===== config.mk =====
export PLATFORM = sky130hd
export DESIGN_NAME = ee354_gcd_sequencer
export DESIGN_NICKNAME = d
export VERILOG_FILES = /design/src/rtl/ee354_gcd_sequencer.sv
export SDC_FILE = /design/constraint.sdc
export NUM_CORES = 1
export LEC_CHECK = 0
export ABC_AREA = 1
export BUFFER_PORTS_ARGS = -buffer_cell sky130_fd_sc_hd__buf_2
export CAP_MARGIN = 10
export CELL_PAD_IN_SITES_DETAIL_PLACEMENT = 1
export CELL_PAD_IN_SITES_GLOBAL_PLACEMENT = 2
export CORE_ASPECT_RATIO = 0.75
export CORE_UTILIZATION = 40
export DETAILED_ROUTE_END_ITERATION = 10
export GPL_TIMING_DRIVEN = 0
export PLACE_DENSITY_LB_ADDON = 0.2
export SLEW_MARGIN = 20
export SYNTH_ARGS = -nofsm -noshare
export SYNTH_HDL_FRONTEND = slang
export SYNTH_SLANG_ARGS = --single-unit

===== constraint.sdc =====
create_clock -name Clk -period 7.11 [get_ports Clk]
set_input_delay 2.133 -clock Clk [delete_from_list [all_inputs] [get_ports Clk]]
set_output_delay 2.133 -clock Clk [all_outputs]
set_load 0.05 [all_outputs]

===== src/rtl/ee354_gcd_sequencer.sv =====
// Drives the ee354 GCD core through its Start/Ack handshake for each entry of a
// small operand table, keeping per-entry results and timeout flags for readback.
module ee354_gcd_sequencer #(
  parameter int W       = 8,
  parameter int DEPTH   = 8,
  parameter int AW      = 3,
  parameter int TIMEOUT = 1023
) (
  input  logic          Clk,
  input  logic          Reset,
  input  logic          Ld_en,
  input  logic [AW-1:0] Ld_addr,
  input  logic [W-1:0]  Ld_A,
  input  logic [W-1:0]  Ld_B,
  input  logic [AW:0]   Num_pairs,
  input  logic          Go,
  input  logic [AW-1:0] Rd_addr,
  output logic [W-1:0]  Rd_gcd,
  output logic          Rd_err,
  output logic          Busy,
  output logic          Done,
  output logic          Timeout,
  output logic          Core_Start,
  output logic          Core_Ack,
  output logic [W-1:0]  Core_Ain,
  output logic [W-1:0]  Core_Bin,
  input  logic [W-1:0]  Core_AB_GCD,
  input  logic          Core_q_I,
  input  logic          Core_q_Done
);

  localparam int            CW       = $clog2(TIMEOUT + 1);
  localparam logic [CW-1:0] CNT_LAST = CW'(TIMEOUT - 1);
  localparam logic [AW:0]   DEPTH_N  = (AW+1)'(DEPTH);
  localparam logic [AW-1:0] IDX_LAST = AW'(DEPTH - 1);

  typedef enum logic [6:0] {
    S_IDLE  = 7'b0000001,
    S_CHECK = 7'b0000010,
    S_ISSUE = 7'b0000100,
    S_WAIT  = 7'b0001000,
    S_ACK   = 7'b0010000,
    S_NEXT  = 7'b0100000,
    S_FIN   = 7'b1000000
  } state_t;

  state_t        state_q;
  logic [AW-1:0] idx_q;
  logic [AW-1:0] idx_d;
  logic [AW:0]   n_q;
  logic [CW-1:0] cnt_q;
  logic [CW-1:0] cnt_d;
  logic          busy_q;
  logic          done_q;
  logic          timeout_q;
  logic          start_q;
  logic          ack_q;
  logic [W-1:0]  ain_q;
  logic [W-1:0]  bin_q;
  logic [W-1:0]  res_q [DEPTH];
  logic [DEPTH-1:0] err_q;
  logic [W-1:0]  tbl_a_q [DEPTH];
  logic [W-1:0]  tbl_b_q [DEPTH];

  logic [W-1:0]  cur_a_s;
  logic [W-1:0]  cur_b_s;
  logic [AW:0]   n_clamp_s;
  logic          last_s;

  assign idx_d     = idx_q + AW'(1);
  assign cnt_d     = cnt_q + CW'(1);
  assign cur_a_s   = tbl_a_q[idx_q];
  assign cur_b_s   = tbl_b_q[idx_q];
  assign n_clamp_s = (Num_pairs > DEPTH_N) ? DEPTH_N : Num_pairs;
  // idx is also capped at the last table slot so it can never wrap
  assign last_s    = ((AW+1)'(idx_q) == (n_q - (AW+1)'(1))) || (idx_q == IDX_LAST);

  // Operand table: writable only while idle, deliberately not cleared by reset
  always_ff @(posedge Clk) begin
    if (state_q == S_IDLE && Ld_en) begin
      tbl_a_q[Ld_addr] <= Ld_A;
      tbl_b_q[Ld_addr] <= Ld_B;
    end
  end

  // Batch sequencer, core handshake and result capture
  always_ff @(posedge Clk or posedge Reset) begin
    if (Reset) begin
      state_q   <= S_IDLE;
      idx_q     <= '0;
      n_q       <= '0;
      cnt_q     <= '0;
      busy_q    <= 1'b0;
      done_q    <= 1'b0;
      timeout_q <= 1'b0;
      start_q   <= 1'b0;
      ack_q     <= 1'b0;
      ain_q     <= '0;
      bin_q     <= '0;
      err_q     <= '0;
      for (int i = 0; i < DEPTH; i++) res_q[i] <= '0;
    end else begin
      done_q <= 1'b0;
      case (state_q)
        S_IDLE: begin
          if (Go) begin
            timeout_q <= 1'b0;
            idx_q     <= '0;
            n_q       <= n_clamp_s;
            err_q     <= '0;
            busy_q    <= 1'b1;
            state_q   <= (Num_pairs == '0) ? S_FIN : S_CHECK;
          end
        end
        S_CHECK: begin
          // The core never terminates on a zero operand, so resolve it here
          if (cur_a_s == '0 || cur_b_s == '0) begin
            res_q[idx_q] <= cur_a_s | cur_b_s;
            state_q      <= S_NEXT;
          end else begin
            ain_q   <= cur_a_s;
            bin_q   <= cur_b_s;
            start_q <= 1'b1;
            state_q <= S_ISSUE;
          end
        end
        S_ISSUE: begin
          if (!Core_q_I) begin
            start_q <= 1'b0;
            cnt_q   <= '0;
            state_q <= S_WAIT;
          end
        end
        S_WAIT: begin
          cnt_q <= cnt_d;
          if (Core_q_Done) begin
            res_q[idx_q] <= Core_AB_GCD;
            ack_q        <= 1'b1;
            state_q      <= S_ACK;
          end else if (cnt_q == CNT_LAST) begin
            err_q[idx_q] <= 1'b1;
            res_q[idx_q] <= '0;
            timeout_q    <= 1'b1;
            state_q      <= S_FIN;
          end
        end
        S_ACK: begin
          if (Core_q_I) begin
            ack_q   <= 1'b0;
            state_q <= S_NEXT;
          end
        end
        S_NEXT: begin
          if (last_s) begin
            state_q <= S_FIN;
          end else begin
            idx_q   <= idx_d;
            state_q <= S_CHECK;
          end
        end
        S_FIN: begin
          done_q  <= 1'b1;
          busy_q  <= 1'b0;
          state_q <= S_IDLE;
        end
        default: begin
          start_q <= 1'b0;
          ack_q   <= 1'b0;
          busy_q  <= 1'b0;
          state_q <= S_IDLE;
        end
      endcase
    end
  end

  assign Rd_gcd     = res_q[Rd_addr];
  assign Rd_err     = err_q[Rd_addr];
  assign Busy       = busy_q;
  assign Done       = done_q;
  assign Timeout    = timeout_q;
  assign Core_Start = start_q;
  assign Core_Ack   = ack_q;
  assign Core_Ain   = ain_q;
  assign Core_Bin   = bin_q;

endmodule

=== Word-level counts from Yosys, hierarchy flattened ===
Memories as Yosys holds them, arrays and structs flattened.
Index checks and enable logic that the tools add are counted.

* Flip-flop bits (word level): 117
* Latch bits: 0
* Bits in writable memories: 128
* Memory bits (read-only): 0
* Input port bits: 40
* Output and inout bits: 30
* Logic and storage cells: 136
* Memories: 2

* $add $sub $neg: 3
* Multipliers: 0
* Div/mod/pow operators: 0
* Magnitude comparators: 7
* Equal/unequal tests: 20
* Shifts and indexed selects: 0
* Mux-type cells: 49
* Bitwise gates (word level): 10
* Reduce and logical (&&, ||, !) cells: 25

{| class="wikitable"
|+ Memory list
! memory !! depth !! bits a word !! rd ports !! clocked after Yosys merged registers in !! write ports !! RTL line !! source
|-
| tbl_a_q || 8 || 8 || 1 || 0 || 1 || 62 || <nowiki>logic [W-1:0] tbl_a_q [DEPTH];</nowiki>
|-
| tbl_b_q || 8 || 8 || 1 || 0 || 1 || 63 || <nowiki>logic [W-1:0] tbl_b_q [DEPTH];</nowiki>
|}

{| class="wikitable"
|+ Operator list
! kind !! number
|-
| $mux W64 || 3
|-
| $bwmux W64 || 2
|-
| $pmux W64 S2 || 1
|-
| $and A64 B64 Y64 || 1
|-
| $not A64 Y64 || 1
|-
| $mux W7 || 7
|-
| $mux W8 || 6
|-
| $pmux W7 S6 || 1
|-
| $bmux W8 S3 || 1
|-
| $demux W8 S3 || 1
|-
| $pmux W10 S2 || 1
|-
| $ne A2 B2 Y1 const B || 9
|-
| $logic_not A8 Y1 || 2
|-
| $or A8 B8 Y8 || 2
|-
| $pmux W8 S2 || 1
|-
| $reduce_or A5 Y1 || 3
|-
| $mux W1 || 13
|-
| $reduce_and A3 Y1 || 4
|-
| $add A10 B1 Y10 const B || 1
|-
| $eq A10 B10 Y1 const B || 1
|-
| $mux W10 || 1
|-
| $ge A4 B4 Y1 const B || 2
|-
| $lt A3 B4 Y1 const B || 2
|-
| $not A3 Y4 || 2
|-
| other kinds (30) || 46
|}

=== Longest topological paths before layout ===
* Depth in word-level cells: 10
* Gate-level depth with buffers: 19
* Depth with buffers taken out: 15

=== Least setup slack after synthesis ===
OpenSTA, ideal clock, no wires.

* Kind: input -> output
* Start: input Rd_addr[0]
* End: output Rd_gcd[5]
* Arrival time: 3.748 ns
* Data required time: 4.977 ns
* Path slack: 1.229 ns
* Stages: 6
* Buffers on the path: 2
* Cell sequence: clkbuf_1 clkbuf_1 o21ai_0 o22ai_1 nor2_1 a31oi_1

* Longest elaborated chain between the ends: 4

{| class="wikitable"
|+ Ends and longest elaborated chain
! what !! RTL line !! source
|-
| start, declared || 17 || <nowiki>input logic [AW-1:0] Rd_addr,</nowiki>
|-
| $not A3 Y4 (not written as such) || 176 || <nowiki>assign Rd_gcd = res_q[Rd_addr];</nowiki>
|-
| $bmux W8 S3 || 176 ||
|-
| $mux W8 (not written as such) (2 in a row) || 176 ||
|-
| end, declared || 18 || <nowiki>output logic [W-1:0] Rd_gcd,</nowiki>
|}

Every way passes these cells. The select of a mux whose other input is x is not followed.

=== Worst setup path after layout ===
* Start: input Rd_addr[0]
* End: output Rd_gcd[6]

The elaborated chain is that of the path after synthesis.

==> results.md <==
| Item | This run | Unit |
|:---|:---|:---|
| Count of different cell masters after synthesis | 42 | - |
| Clock edge transition at the registers on the reported setup and hold paths | 0.06 | ns |
| TritonCTS clock tree | done | - |
| Portion of the post-synthesis area used by sequential elements | 54.36 | % |
| Top flip-flop cell by instance count after synthesis | edfxtp_1 | - |
| Clock Latency Late Sink | 0.56 | ns |
| Weighted congestion at the end of routability-driven global placement | 0.9668 | - |
| Hold-critical path depth | 2 | - |
| Slew @ Worst Pin | 1.222 | ns |
| Ratio of final minimum period to clock period | 94.28 | % |
| Height of the chip | 154.8 | um |
| Count of port buffers added during placement | 68 | - |
| First-pass GRT wire length | 72.22 | mm |
| Tmin final | 6.703 | ns |
| Max Fanout on Critical Path | 10 | - |
| Part of the total power dissipated in combinational logic | 21.8 | % |
| Post-cts gate resize count | 0 | - |
| Worst hold path endpoint | res_q[55] | - |
| End of the worst register-to-register path | res_q[21] | - |
| Final number of setup-violating endpoints | 0 | - |
| Sink Count | 245 | - |
| Number of post-CTS setup repair buffers | 0 | - |
| Flops & latches, synth | 245 | - |
| Post-synthesis average cell area | 8.229 | um^2 |
| IO Count | 70 | - |
| Crit path launch type | input port | - |
| Fin. Hold Viols | 0 | - |
| Number of global-route vias before repair | 11,670 | - |
| Power density over the cells | 290.0 | nW/um^2 |
| Layout overhead on the synthesized area | 16.05 | % |
| FF-to-FF path depth | 11 | - |
| Fraction of final layout cells sized beyond drive strength 1 | 11.28 | % |
| Crit path kind | in -> out | - |
| Clock network fraction of total power | 36.8 | % |
| Top achievable clock speed | 149.2 | MHz |
| Vias after detailed routing | 11,580 | - |
| Standard-cell rows | 55 | - |
| Initial core utilization | 40.96 | % |
| Sequential share of power | 41.3 | % |
| Diode count | 0 | - |
| Fraction of registers with async set or reset after synthesis | 47.76 | % |
| Net switching power of the design | 1.404 | mW |
| Data required time of the worst path | 4.98 | ns |
| Total track usage | 30.63 | % |
| Pin count of the biggest net entering global routing | 95 | - |
| Final max-slew violation count | 0 | - |
| 1st-iter DRT viols | 961 | - |
| Max H-tree Level | 1 | - |
| Leakage power total | 6.852 | nW |
| Synthesis Warnings | 0 | - |
| Origin of the worst min-delay path | res_q[55] | - |
| First-pass iteration count of the detailed router | 7 | - |
| Switching power share of the total | 33.49 | % |
| Number of vias per cell after detailed routing | 5.654 | - |
| Status | finished, final reports clean | - |
| Final net count | 1,673 | - |
| Hold bufs inserted after CTS | 0 | - |
| Final antenna-violating net count | 0 | - |
| Max-slew headroom at the worst pin | 17.97 | % |
| Data arrival time at the worst-slack endpoint | 4.57 | ns |
| Net count after synthesis | 1,559 | - |
| Unrepaired setup endpoints after global routing | false | - |
| Final Routed Wirelength | 47.40 | mm |
| Number of instances in the synthesized netlist | 1,514 | - |
| Largest vdd supply drop | 0.1770 | mV |
| Routed len/inst | 23.14 | um |
| DR DRC count | 0 | - |
| Cell internal pwr | 2.788 | mW |
| Crit. End Element | primary output | - |
| Residual overflow from global routing | 0 | - |
| Maximum root-to-sink buffer count | 3 | - |
| Final Core Density | 47.53 | % |
| Worst Skew | 0.01621 | ns |
| Number of antenna violations at the first check in global routing | 2 | - |
| Cts bufs inserted | 27 | - |
| Buffer cell driving the clock tree root | clkbuf_16 | - |
| HPWL reported at the end of detailed placement | 34.41 | mm |
| X dimension of the die | 205.8 | um |
| Max-cap viol count | 0 | - |
| Setup slack, reg-to-reg | 3.69 | ns |
| Core footprint | 30,420 | um^2 |
| Cell area after synthesis | 12,460 | um^2 |
| TNS Setup | 0 | ns |
| Die Area | 31,860 | um^2 |
| Number of enable flip-flop cells after synthesis | 128 | - |
| Class of the tightest hold or removal check | reg -> reg | - |
| Startpoint of the most critical register-to-register path | idx_q[2] | - |
| FILL cells | 3,706 | - |
## layout make-up
cell class	instances	area, um^2	share of cell area [%]
multi-input cells	1082	4886	33.79
flip-flops and latches	245	6773	46.85
clock inverters	20	270.3	1.869
repair buffers	85	491.7	3.401
clock buffers	30	686.9	4.751
well taps	399	499.2	3.453
inverters	114	440.4	3.046
plain buffers	73	410.4	2.839
## cells in the mapped netlist (2+ instances only)
| cell | number | share of area [%] |
|---|---|---|
| nand3b_1 | 2 | 0.12 |
| or2_2 | 3 | 0.15 |
| a31oi_1 | 12 | 0.60 |
| a41oi_1 | 3 | 0.21 |
| o41ai_1 | 2 | 0.14 |
| a21oi_1 | 18 | 0.72 |
| inv_2 | 3 | 0.090 |
| o31ai_1 | 5 | 0.30 |
| inv_1 | 106 | 3.2 |
| nor2_1 | 104 | 3.1 |
| buf_8 | 4 | 0.48 |
| o21ai_0 | 106 | 4.3 |
| ha_1 | 5 | 0.50 |
| and3_1 | 2 | 0.10 |
| nor4_1 | 4 | 0.20 |
| nor3_1 | 15 | 0.60 |
| a22o_1 | 8 | 0.56 |
| a32o_1 | 3 | 0.24 |
| clkbuf_1 | 33 | 0.99 |
| buf_1 | 5 | 0.15 |
| o21ai_1 | 14 | 0.56 |
| buf_2 | 24 | 0.96 |
| nand2_1 | 589 | 18 |
| edfxtp_1 | 128 | 31 |
| nand2_2 | 2 | 0.10 |
| dfrtp_1 | 116 | 23 |
| xor2_1 | 4 | 0.28 |
| clkinv_1 | 4 | 0.12 |
| nand3_1 | 87 | 3.5 |
| nand4_1 | 76 | 3.8 |
| o22ai_1 | 11 | 0.55 |
| buf_6 | 6 | 0.54 |
## cell usage in the layout (no fill, tap or decap), drive strengths merged, types with 3 or more instances in the layout
cell,n
o22ai,11
or2,4
buf,125
nand2,592
bufinv,6
nand4,76
xor2,4
clkbuf,63
edfxtp,128
o21ai,121
clkinvlp,4
nor4,4
inv,112
o31ai,5
clkinv,12
a32o,3
nor2,104
nand3,87
a31oi,12
nor3,15
ha,5
a41oi,3
a21oi,18
a22o,8
dfrtp,116
## flip-flops by register name (all words and copies together), names as in the netlist
signal and count:
Timeout 1, Core_Start 1, res_q 64, tbl_b_q 64, Done 1, Core_Ack 1
idx_q 3, n_q 4, Core_Bin 8, Core_Ain 8, err_q 8, cnt_q 10
tbl_a_q 64, Busy 1, state_q 7
## critical path, cell delays in order
cell	delay, ns
buf_2	0.10
clkbuf_1	0.45
clkbuf_1	0.71
o21ai_0	0.23
o22ai_1	0.42
nor2_1	0.08
a31oi_1	0.16
buf_2	0.29
## worst max-delay path by stage
stage | startpoint | end | slack, ns | cells past startpoint
5_1_grt | Rd_addr[0] | Rd_gcd[6] | 0.32 | 8
3_5_place_dp | Rd_addr[0] | Rd_gcd[6] | 0.57 | 8
6_report | Rd_addr[0] | Rd_gcd[6] | 0.41 | 8
2_1_floorplan | Rd_addr[0] | Rd_gcd[5] | 1.23 | 6
3_3_place_gp | Reset | cnt_q[6] | 0.05 | 2
4_1_cts | Rd_addr[0] | Rd_gcd[6] | 0.56 | 8
## layer usage
| layer | vias up | part of all wire [%] | global-route usage, % |
|---|---|---|---|
| met2 | 419 | 42 | 44.11 |
| met5 | - | 0.057 | 0 |
| met1 | 5785 | 47 | 46.23 |
| met4 | 4 | 2.3 | 6.653 |
| met3 | 85 | 8.6 | 7.438 |
| li1 | 5287 | - | - |
## stage by stage
stage / instances / setup slack, ns / hold WS, ns / total power, mW / cell area (um^2)
after floorplan: 1514 / 1.229 / 0.4419 / 2.332 / 12460
after global placement: 1981 / 0.04647 / 0.4607 / 2.619 / 13300
after detailed placement: 1998 / 0.5661 / 0.4630 / 2.659 / 13500
after CTS: 2048 / 0.5598 / 0.4778 / 4.207 / 14460
after global routing: 2048 / 0.3163 / 0.5084 / 4.344 / 14460
final: 2048 / 0.4065 / 0.4786 / 4.192 / 14460
## cells by family (layout without fill, tap and decap cells)
group / Yosys count / count (layout) / synth area share, %
flops: 245 / 245 / 54.36
fa+ha+maj: 5 / 5 / 0.5022
xor+xnor: 5 / 5 / 0.3515
buf+inv: 187 / 322 / 6.769
simple gates: 886 / 886 / 29.61
compound gates: 186 / 186 / 8.406
## power groups by stage
stage | Sequential (mW) | Combinational (mW) | Clock (mW)
after floorplan | 1.89 | 0.440 | 0
after global routing | 1.75 | 0.994 | 1.60
final | 1.73 | 0.915 | 1.54
after detailed placement | 1.76 | 0.899 | 0
after CTS | 1.73 | 0.913 | 1.56
after global placement | 1.76 | 0.861 | 0
(Power assumes the default switching activity.)
